===== config.mk =====
export PLATFORM = sky130hd
export DESIGN_NAME = tft_client_sequencer_flat
export DESIGN_NICKNAME = d
export VERILOG_FILES = /design/src/rtl/tft_client_sequencer_if.sv /design/src/rtl/tft_client_sequencer.sv /design/src/flat_wrapper.sv
export SDC_FILE = /design/constraint.sdc
export NUM_CORES = 1
export LEC_CHECK = 0
export CAP_MARGIN = 20
export CORE_ASPECT_RATIO = 1.5
export CORE_UTILIZATION = 40
export DETAILED_ROUTE_END_ITERATION = 8
export GPL_TIMING_DRIVEN = 0
export PLACE_DENSITY = 0.78
export SETUP_SLACK_MARGIN = 0.02
export SLEW_MARGIN = 10
export SYNTH_ARGS = -nofsm -noshare
export SYNTH_HDL_FRONTEND = slang
export SYNTH_SLANG_ARGS = --single-unit
export TNS_END_PERCENT = 50

===== constraint.sdc =====
create_clock -name clk_i -period 2.1 [get_ports clk_i]
set_input_delay 0.42 -clock clk_i [delete_from_list [all_inputs] [get_ports clk_i]]
set_output_delay 0.42 -clock clk_i [all_outputs]
set_load 0.01 [all_outputs]

===== src/rtl/tft_client_sequencer_if.sv =====
// Client-side bus of the TFT client sequencer: per-client handshake lines
// in, one-hot enables out, and the muxed stream towards the SPI transmitter.
interface tft_client_sequencer_if #(
   parameter int NUM_CLIENTS = 3,
   parameter int DATA_W      = 8
);
   logic [NUM_CLIENTS-1:0]        client_busy;
   logic [NUM_CLIENTS*DATA_W-1:0] client_data;
   logic [NUM_CLIENTS-1:0]        client_dc;
   logic [NUM_CLIENTS-1:0]        client_transmit;
   logic [NUM_CLIENTS-1:0]        client_skip;
   logic [NUM_CLIENTS-1:0]        client_enable;
   logic [DATA_W-1:0]             spi_data;
   logic                          spi_dc;
   logic                          spi_transmit;

   modport master (
      input  client_busy, client_data, client_dc, client_transmit, client_skip,
      output client_enable, spi_data, spi_dc, spi_transmit
   );

   modport slave (
      output client_busy, client_data, client_dc, client_transmit, client_skip,
      input  client_enable, spi_data, spi_dc, spi_transmit
   );
endinterface


===== src/rtl/tft_client_sequencer.sv =====
// Sequences NUM_CLIENTS drawing clients onto one SPI transmitter: a one-shot
// prefix after reset, then the remaining clients loop with skip/hold/timeout.
module tft_client_sequencer #(
   parameter int NUM_CLIENTS   = 3,
   parameter int ONESHOT_COUNT = 1,
   parameter int DATA_W        = 8,
   parameter int ARM_TIMEOUT   = 4,
   localparam int IDX_W        = (NUM_CLIENTS > 1) ? $clog2(NUM_CLIENTS) : 1
) (
   input  logic                          clk_i,
   input  logic                          rst_ni,
   input  logic                          start_ready_i,
   input  logic                          hold_i,
   tft_client_sequencer_if.master        bus,
   output logic [IDX_W-1:0]              active_idx_o,
   output logic                          frame_done_o,
   output logic [15:0]                   frame_count_o
);

   typedef enum logic [2:0] {
      ST_WAIT_START = 3'd0,
      ST_SELECT     = 3'd1,
      ST_ARM        = 3'd2,
      ST_RUN        = 3'd3,
      ST_ADVANCE    = 3'd4,
      ST_DONE       = 3'd5
   } state_e;

   localparam logic [NUM_CLIENTS-1:0] ONE_HOT0 = {{(NUM_CLIENTS-1){1'b0}}, 1'b1};

   state_e                 state_q, state_d;
   logic [IDX_W-1:0]       idx_q, idx_d;
   logic [NUM_CLIENTS-1:0] enable_q, enable_d;
   logic [7:0]             cnt_q, cnt_d;
   logic                   frame_done_q, frame_done_d;
   logic [15:0]            frame_count_q, frame_count_d;

   logic                   busy_sel_s, skip_sel_s;
   logic [DATA_W-1:0]      spi_data_s;
   logic                   spi_dc_s, spi_transmit_s;
   logic [IDX_W-1:0]       adv_idx_s;
   state_e                 adv_state_s;
   logic                   adv_pulse_s, adv_count_s;

   // Pick the selected client's busy/skip and mux its stream only while enabled
   always_comb begin
      busy_sel_s     = 1'b0;
      skip_sel_s     = 1'b0;
      spi_data_s     = {DATA_W{1'b0}};
      spi_dc_s       = 1'b0;
      spi_transmit_s = 1'b0;
      for (int i = 0; i < NUM_CLIENTS; i++) begin
         busy_sel_s     = busy_sel_s | ((idx_q == IDX_W'(i)) & bus.client_busy[i]);
         skip_sel_s     = skip_sel_s | ((idx_q == IDX_W'(i)) & bus.client_skip[i]);
         spi_data_s     = spi_data_s | ({DATA_W{(idx_q == IDX_W'(i)) & enable_q[i]}}
                                        & bus.client_data[i*DATA_W +: DATA_W]);
         spi_dc_s       = spi_dc_s | ((idx_q == IDX_W'(i)) & enable_q[i] & bus.client_dc[i]);
         spi_transmit_s = spi_transmit_s
                          | ((idx_q == IDX_W'(i)) & enable_q[i] & bus.client_transmit[i]);
      end
   end

   // Advance rule shared by a skipped selection and a finished client
   always_comb begin
      if (idx_q != IDX_W'(NUM_CLIENTS - 1)) begin
         adv_idx_s   = idx_q + IDX_W'(1);
         adv_state_s = ST_SELECT;
         adv_pulse_s = 1'b0;
         adv_count_s = 1'b0;
      end else if (ONESHOT_COUNT < NUM_CLIENTS) begin
         adv_idx_s   = IDX_W'(ONESHOT_COUNT);
         adv_state_s = ST_SELECT;
         adv_pulse_s = 1'b1;
         adv_count_s = 1'b1;
      end else begin
         adv_idx_s   = idx_q;
         adv_state_s = ST_DONE;
         adv_pulse_s = 1'b1;
         adv_count_s = 1'b0;
      end
   end

   // Next-state logic of the sequencing FSM
   always_comb begin
      state_d       = state_q;
      idx_d         = idx_q;
      enable_d      = enable_q;
      cnt_d         = cnt_q;
      frame_done_d  = 1'b0;
      frame_count_d = frame_count_q;
      case (state_q)
         ST_WAIT_START: begin
            if (start_ready_i) begin
               state_d = ST_SELECT;
               idx_d   = {IDX_W{1'b0}};
            end else begin
               state_d = ST_WAIT_START;
            end
         end
         ST_SELECT: begin
            if (hold_i) begin
               state_d = ST_SELECT;
            end else if (skip_sel_s) begin
               state_d       = adv_state_s;
               idx_d         = adv_idx_s;
               frame_done_d  = adv_pulse_s;
               frame_count_d = frame_count_q + 16'(adv_count_s);
            end else begin
               enable_d = ONE_HOT0 << idx_q;
               cnt_d    = 8'(ARM_TIMEOUT);
               state_d  = ST_ARM;
            end
         end
         ST_ARM: begin
            if (busy_sel_s) begin
               state_d = ST_RUN;
            end else if (cnt_q <= 8'd1) begin
               // A client that never answers is treated as complete
               cnt_d    = 8'd0;
               enable_d = {NUM_CLIENTS{1'b0}};
               state_d  = ST_ADVANCE;
            end else begin
               cnt_d = cnt_q - 8'd1;
            end
         end
         ST_RUN: begin
            if (!busy_sel_s) begin
               enable_d = {NUM_CLIENTS{1'b0}};
               state_d  = ST_ADVANCE;
            end else begin
               state_d = ST_RUN;
            end
         end
         ST_ADVANCE: begin
            state_d       = adv_state_s;
            idx_d         = adv_idx_s;
            frame_done_d  = adv_pulse_s;
            frame_count_d = frame_count_q + 16'(adv_count_s);
         end
         ST_DONE: begin
            state_d = ST_DONE;
         end
         default: begin
            state_d  = ST_WAIT_START;
            enable_d = {NUM_CLIENTS{1'b0}};
         end
      endcase
   end

   // State and output registers
   always_ff @(posedge clk_i or negedge rst_ni) begin
      if (!rst_ni) begin
         state_q       <= ST_WAIT_START;
         idx_q         <= {IDX_W{1'b0}};
         enable_q      <= {NUM_CLIENTS{1'b0}};
         cnt_q         <= 8'd0;
         frame_done_q  <= 1'b0;
         frame_count_q <= 16'd0;
      end else begin
         state_q       <= state_d;
         idx_q         <= idx_d;
         enable_q      <= enable_d;
         cnt_q         <= cnt_d;
         frame_done_q  <= frame_done_d;
         frame_count_q <= frame_count_d;
      end
   end

   assign bus.client_enable = enable_q;
   assign bus.spi_data      = spi_data_s;
   assign bus.spi_dc        = spi_dc_s;
   assign bus.spi_transmit  = spi_transmit_s;
   assign active_idx_o      = idx_q;
   assign frame_done_o      = frame_done_q;
   assign frame_count_o     = frame_count_q;

endmodule


===== src/flat_wrapper.sv =====
// flat-port wrapper written by rule: the top's interface ports become plain ports
module tft_client_sequencer_flat 
#(
   parameter int NUM_CLIENTS   = 3,
   parameter int ONESHOT_COUNT = 1,
   parameter int DATA_W        = 8,
   parameter int ARM_TIMEOUT   = 4,
   localparam int IDX_W        = (NUM_CLIENTS > 1) ? $clog2(NUM_CLIENTS) : 1
)
  (clk_i, rst_ni, start_ready_i, hold_i, active_idx_o, frame_done_o, frame_count_o, bus_client_busy, bus_client_data, bus_client_dc, bus_client_transmit, bus_client_skip, bus_client_enable, bus_spi_data, bus_spi_dc, bus_spi_transmit);
  tft_client_sequencer_if #(.NUM_CLIENTS(NUM_CLIENTS), .DATA_W(DATA_W)) bus_i ();
  input  logic clk_i;
  input  logic rst_ni;
  input  logic start_ready_i;
  input  logic hold_i;
  output logic [IDX_W-1:0] active_idx_o;
  output logic frame_done_o;
  output logic [15:0] frame_count_o;
  input wire logic [$bits(bus_i.client_busy)-1:0] bus_client_busy;
  input wire logic [$bits(bus_i.client_data)-1:0] bus_client_data;
  input wire logic [$bits(bus_i.client_dc)-1:0] bus_client_dc;
  input wire logic [$bits(bus_i.client_transmit)-1:0] bus_client_transmit;
  input wire logic [$bits(bus_i.client_skip)-1:0] bus_client_skip;
  output wire logic [$bits(bus_i.client_enable)-1:0] bus_client_enable;
  output wire logic [$bits(bus_i.spi_data)-1:0] bus_spi_data;
  output wire logic [$bits(bus_i.spi_dc)-1:0] bus_spi_dc;
  output wire logic [$bits(bus_i.spi_transmit)-1:0] bus_spi_transmit;
  assign bus_i.client_busy = bus_client_busy;
  assign bus_i.client_data = bus_client_data;
  assign bus_i.client_dc = bus_client_dc;
  assign bus_i.client_transmit = bus_client_transmit;
  assign bus_i.client_skip = bus_client_skip;
  assign bus_client_enable = bus_i.client_enable;
  assign bus_spi_data = bus_i.spi_data;
  assign bus_spi_dc = bus_i.spi_dc;
  assign bus_spi_transmit = bus_i.spi_transmit;
  tft_client_sequencer #(.NUM_CLIENTS(NUM_CLIENTS), .ONESHOT_COUNT(ONESHOT_COUNT), .DATA_W(DATA_W), .ARM_TIMEOUT(ARM_TIMEOUT)) u_core (.clk_i(clk_i), .rst_ni(rst_ni), .start_ready_i(start_ready_i), .hold_i(hold_i), .bus(bus_i), .active_idx_o(active_idx_o), .frame_done_o(frame_done_o), .frame_count_o(frame_count_o));
endmodule

==> results of run 1 <==
==> power by group <==
part / total [mW] / internal, mW / switching (mW) / leakage, nW
registers: 0.635 / 0.635 / 0 / 0.440
logic: 0.104 / 0.0692 / 0.0343 / 0.892
clock network: 0.617 / 0.386 / 0.232 / 0.0574
total: 1.36 / 1.09 / 0.266 / 1.39
==> stage by stage <==
stage               setup WS [ns]  setup TNS (ns)  area [sq um]  util [%]  std cells
finish                   -0.04309         -0.1055          3100     64.46        368
CTS                      -0.05074         -0.1421          2965     61.65        359
global route             -0.09529         -0.3529          3100     64.46        368
detailed placement        -0.5644          -11.67          2779     57.78        347
floorplan                 0.04152               0          1986         -        209
global placement          -0.6547          -14.02          2779     57.78        346
==> Yosys cell counts (3+ instances only) <==
cell type / n
dfrtp_1: 33
nand2_1: 30
nor2_1: 14
a22oi_1: 11
xnor2_1: 10
xor2_1: 9
nor3_1: 7
inv_1: 6
nand3b_1: 6
a21oi_1: 5
clkbuf_1: 5
nand3_1: 5
nor3b_1: 5
and2_1: 4
ha_1: 4
o21ai_0: 4
a21o_1: 3
mux2_1: 3
mux2_2: 3
mux2i_1: 3
nand2b_1: 3
nand4b_1: 3
nor4_1: 3
o22ai_1: 3
==> layout make-up <==
| cell class | instances | area, sq um | area share, % |
|---|---|---|---|
| buffer | 6 | 52.55 | 1.695 |
| clock buffer | 6 | 82.58 | 2.663 |
| clock inverter | 2 | 37.54 | 1.211 |
| inverter | 6 | 25.02 | 0.8071 |
| multi-input combinational | 163 | 1216 | 39.23 |
| sequential | 33 | 825.8 | 26.63 |
| tap | 66 | 82.58 | 2.663 |
| timing repair buffer | 86 | 778.2 | 25.10 |
==> final timing paths <==
path                                                    end  slack [ns]                      from
worst max-delay path            u_core.bus.client_enable[0]       -0.04           u_core.cnt_q[5]
worst min-delay path               u_core.frame_count_o[11]        0.18                    rst_ni
worst max register to register  u_core.bus.client_enable[0]       -0.04           u_core.cnt_q[5]
worst min register to register     u_core.frame_count_o[15]        0.48  u_core.frame_count_o[15]
max in group asynchronous            u_core.active_idx_o[0]        1.46                    rst_ni
min in group clk_i                 u_core.frame_count_o[15]        0.48  u_core.frame_count_o[15]
==> repair_timing <==
item	4_1_cts	5_1_grt
pin swaps	5	19
resized for setup	60	18
cloned	1	0
setup buffers	5	9
hold buffers	0	0
endpoints found under the setup margin	29	28
==> cell families (layout without fill, tap and decap cells) <==
group,count (synthesis),after routing,share of synthesized area (%)
AND/OR/NAND/NOR,95,96,26.09
AO/OA/AOI/OAI,35,35,12.48
flip-flops,33,33,41.59
XOR/XNOR,19,19,8.381
buffers and inverters,14,106,4.033
multiplexers,9,9,4.915
adder cells (fa/ha/maj),4,4,2.521
==> sequential cells by signal, indices dropped and copies added (netlist names) <==
signal,cells
u_core.bus.client_enable,3
u_core.active_idx_o,2
u_core.state_q,3
u_core.cnt_q,8
u_core.frame_count_o,16
u_core.frame_done_o,1
==> worst max-delay path: stages (launching register included) <==
cell and delay (ns):
dfrtp_1 0.41, or4_4 0.55, or4_4 0.46, o21ai_4 0.17
nand3_4 0.12, mux2_1 0.32
==> metal layers <==
metal  vias up  global-route usage (%)  share of wire (%)
li1        927                       -                  -
met3         9                   3.070                4.0
met4         0                   6.342                2.0
met1       904                   23.51                 43
met2        56                   33.71                 51
met5         -                       0                  0
==> impl_metrics.tcl, run 1 <==
set metrics [dict create \
    gpl.final_weighted_congestion 0.7769 \
    drcViolationCount 0 \
    grt_pass1_vias 1693 \
    outcome "finished, violations left" \
    p_per_area_mw_per_mm2 437.5 \
    timing.final.ws_setup_ns -0.04309 \
    crit_path_start_kind "register" \
    wl_per_cell_um 13.93 \
    portBuffers 71 \
    arrival_ns 2.31 \
    synth_edf_count 0 \
    cts_tree "yes" \
    track_usage_pct 19.15 \
    postRouteAntennaNets 0 \
    final_common_cell "clkdlybuf4s50_1" \
    finalCritPeriodShare_pct 102.1 \
    cts_buffer_depth 2 \
    fmax_mhz 466.6 \
    worst_pin_slew_ns 0.7035 \
    synth_top_cell_by_area "dfrtp_1" \
    worstSkewPairLatency_ns 0.28 \
    antenna_found_initial 0 \
    die_area_sq_mm 0.005255 \
    yosys_warnings 0 \
    htree_levels 2 \
    crit_type "reg -> reg" \
    violations "negative setup slack" \
    wl_mm 5.126 \
    synthCells 209 \
    required_ns 2.26 \
    syn2layout_area_growth_pct 56.14 \
    p_leak_nw 1.390 \
    grt_max_degree 34 \
    fp-row-count 31 \
    maxCapViolations 0 \
    diodes 0 \
    ys_types 44 \
    cts_inserted_buffers 5 \
    power_mw 1.356 \
    die_h_um 88.29 \
    cts.reportedPaths.clkPinSlew_ns 0.07 \
    hpwl_mm 3.709 \
    fp.dieW_um 59.53 \
    nets 345 \
    endpoint_kind "register" \
    syn_area_sq_mm 0.001986 \
    synthArstFlopShare_pct 100.0 \
    core_area_sq_mm 0.004810 \
    grt_pass1_wl_mm 7.748 \
    vias_per_cell 5.152 \
    dr.pass1.iters 4 \
    most-common-layout-cells "clkdlybuf4s50_1, dfrtp_1, nand2_1" \
    rsz0062_at_grt "yes" \
    vias 1896 \
    path_max_fanout 3 \
    rr_worst_depth 5 \
    drive_gt1_share_pct 24.83 \
    start_util_pct 41.29 \
    yosys-top-cells-area "dfrtp_1, nand2_1, xnor2_1" \
    postSynthAreaPerCell_sq_um 9.501 \
    holdWs_ns 0.1831 \
    cts.sinks 33 \
    synth_top_area_share_pct 41.59 \
    hold_path_class "in -> async" \
    relSlewSlack_pct 53.10 \
    ir_drop_v 0.0005034 \
    syn_nets 253 \
    slew_violations 0 \
    cts-root-buf "clkbuf_8" \
    ys.flop_type "dfrtp_1" \
    seq_area_frac_synth_pct 41.59 \
    drt_iter0_drc 86 \
    overflow 0 \
    yosys_register_bits 33 \
    setup_violations 3 \
    post-route-min-period_ns 2.143 \
    finClkSkew_ns 0.005840 \
    final.fill_count 397 \
    final_hold_viol_count 0 \
    top_level_ports 72 \
]
(Power assumes the default switching activity.)
==> inputs of run 2 (changes only) <==
--- a/config.mk
+++ b/config.mk
@@ -8,6 +8,7 @@
 export CAP_MARGIN = 20
 export CORE_ASPECT_RATIO = 1.5
 export CORE_UTILIZATION = 40
+export CTS_CLUSTER_SIZE = 10
 export DETAILED_ROUTE_END_ITERATION = 8
 export GPL_TIMING_DRIVEN = 0
 export PLACE_DENSITY = 0.78
==> results of run 2 <==
No change in the layout: final DEF, timing and power equal those of run 1.
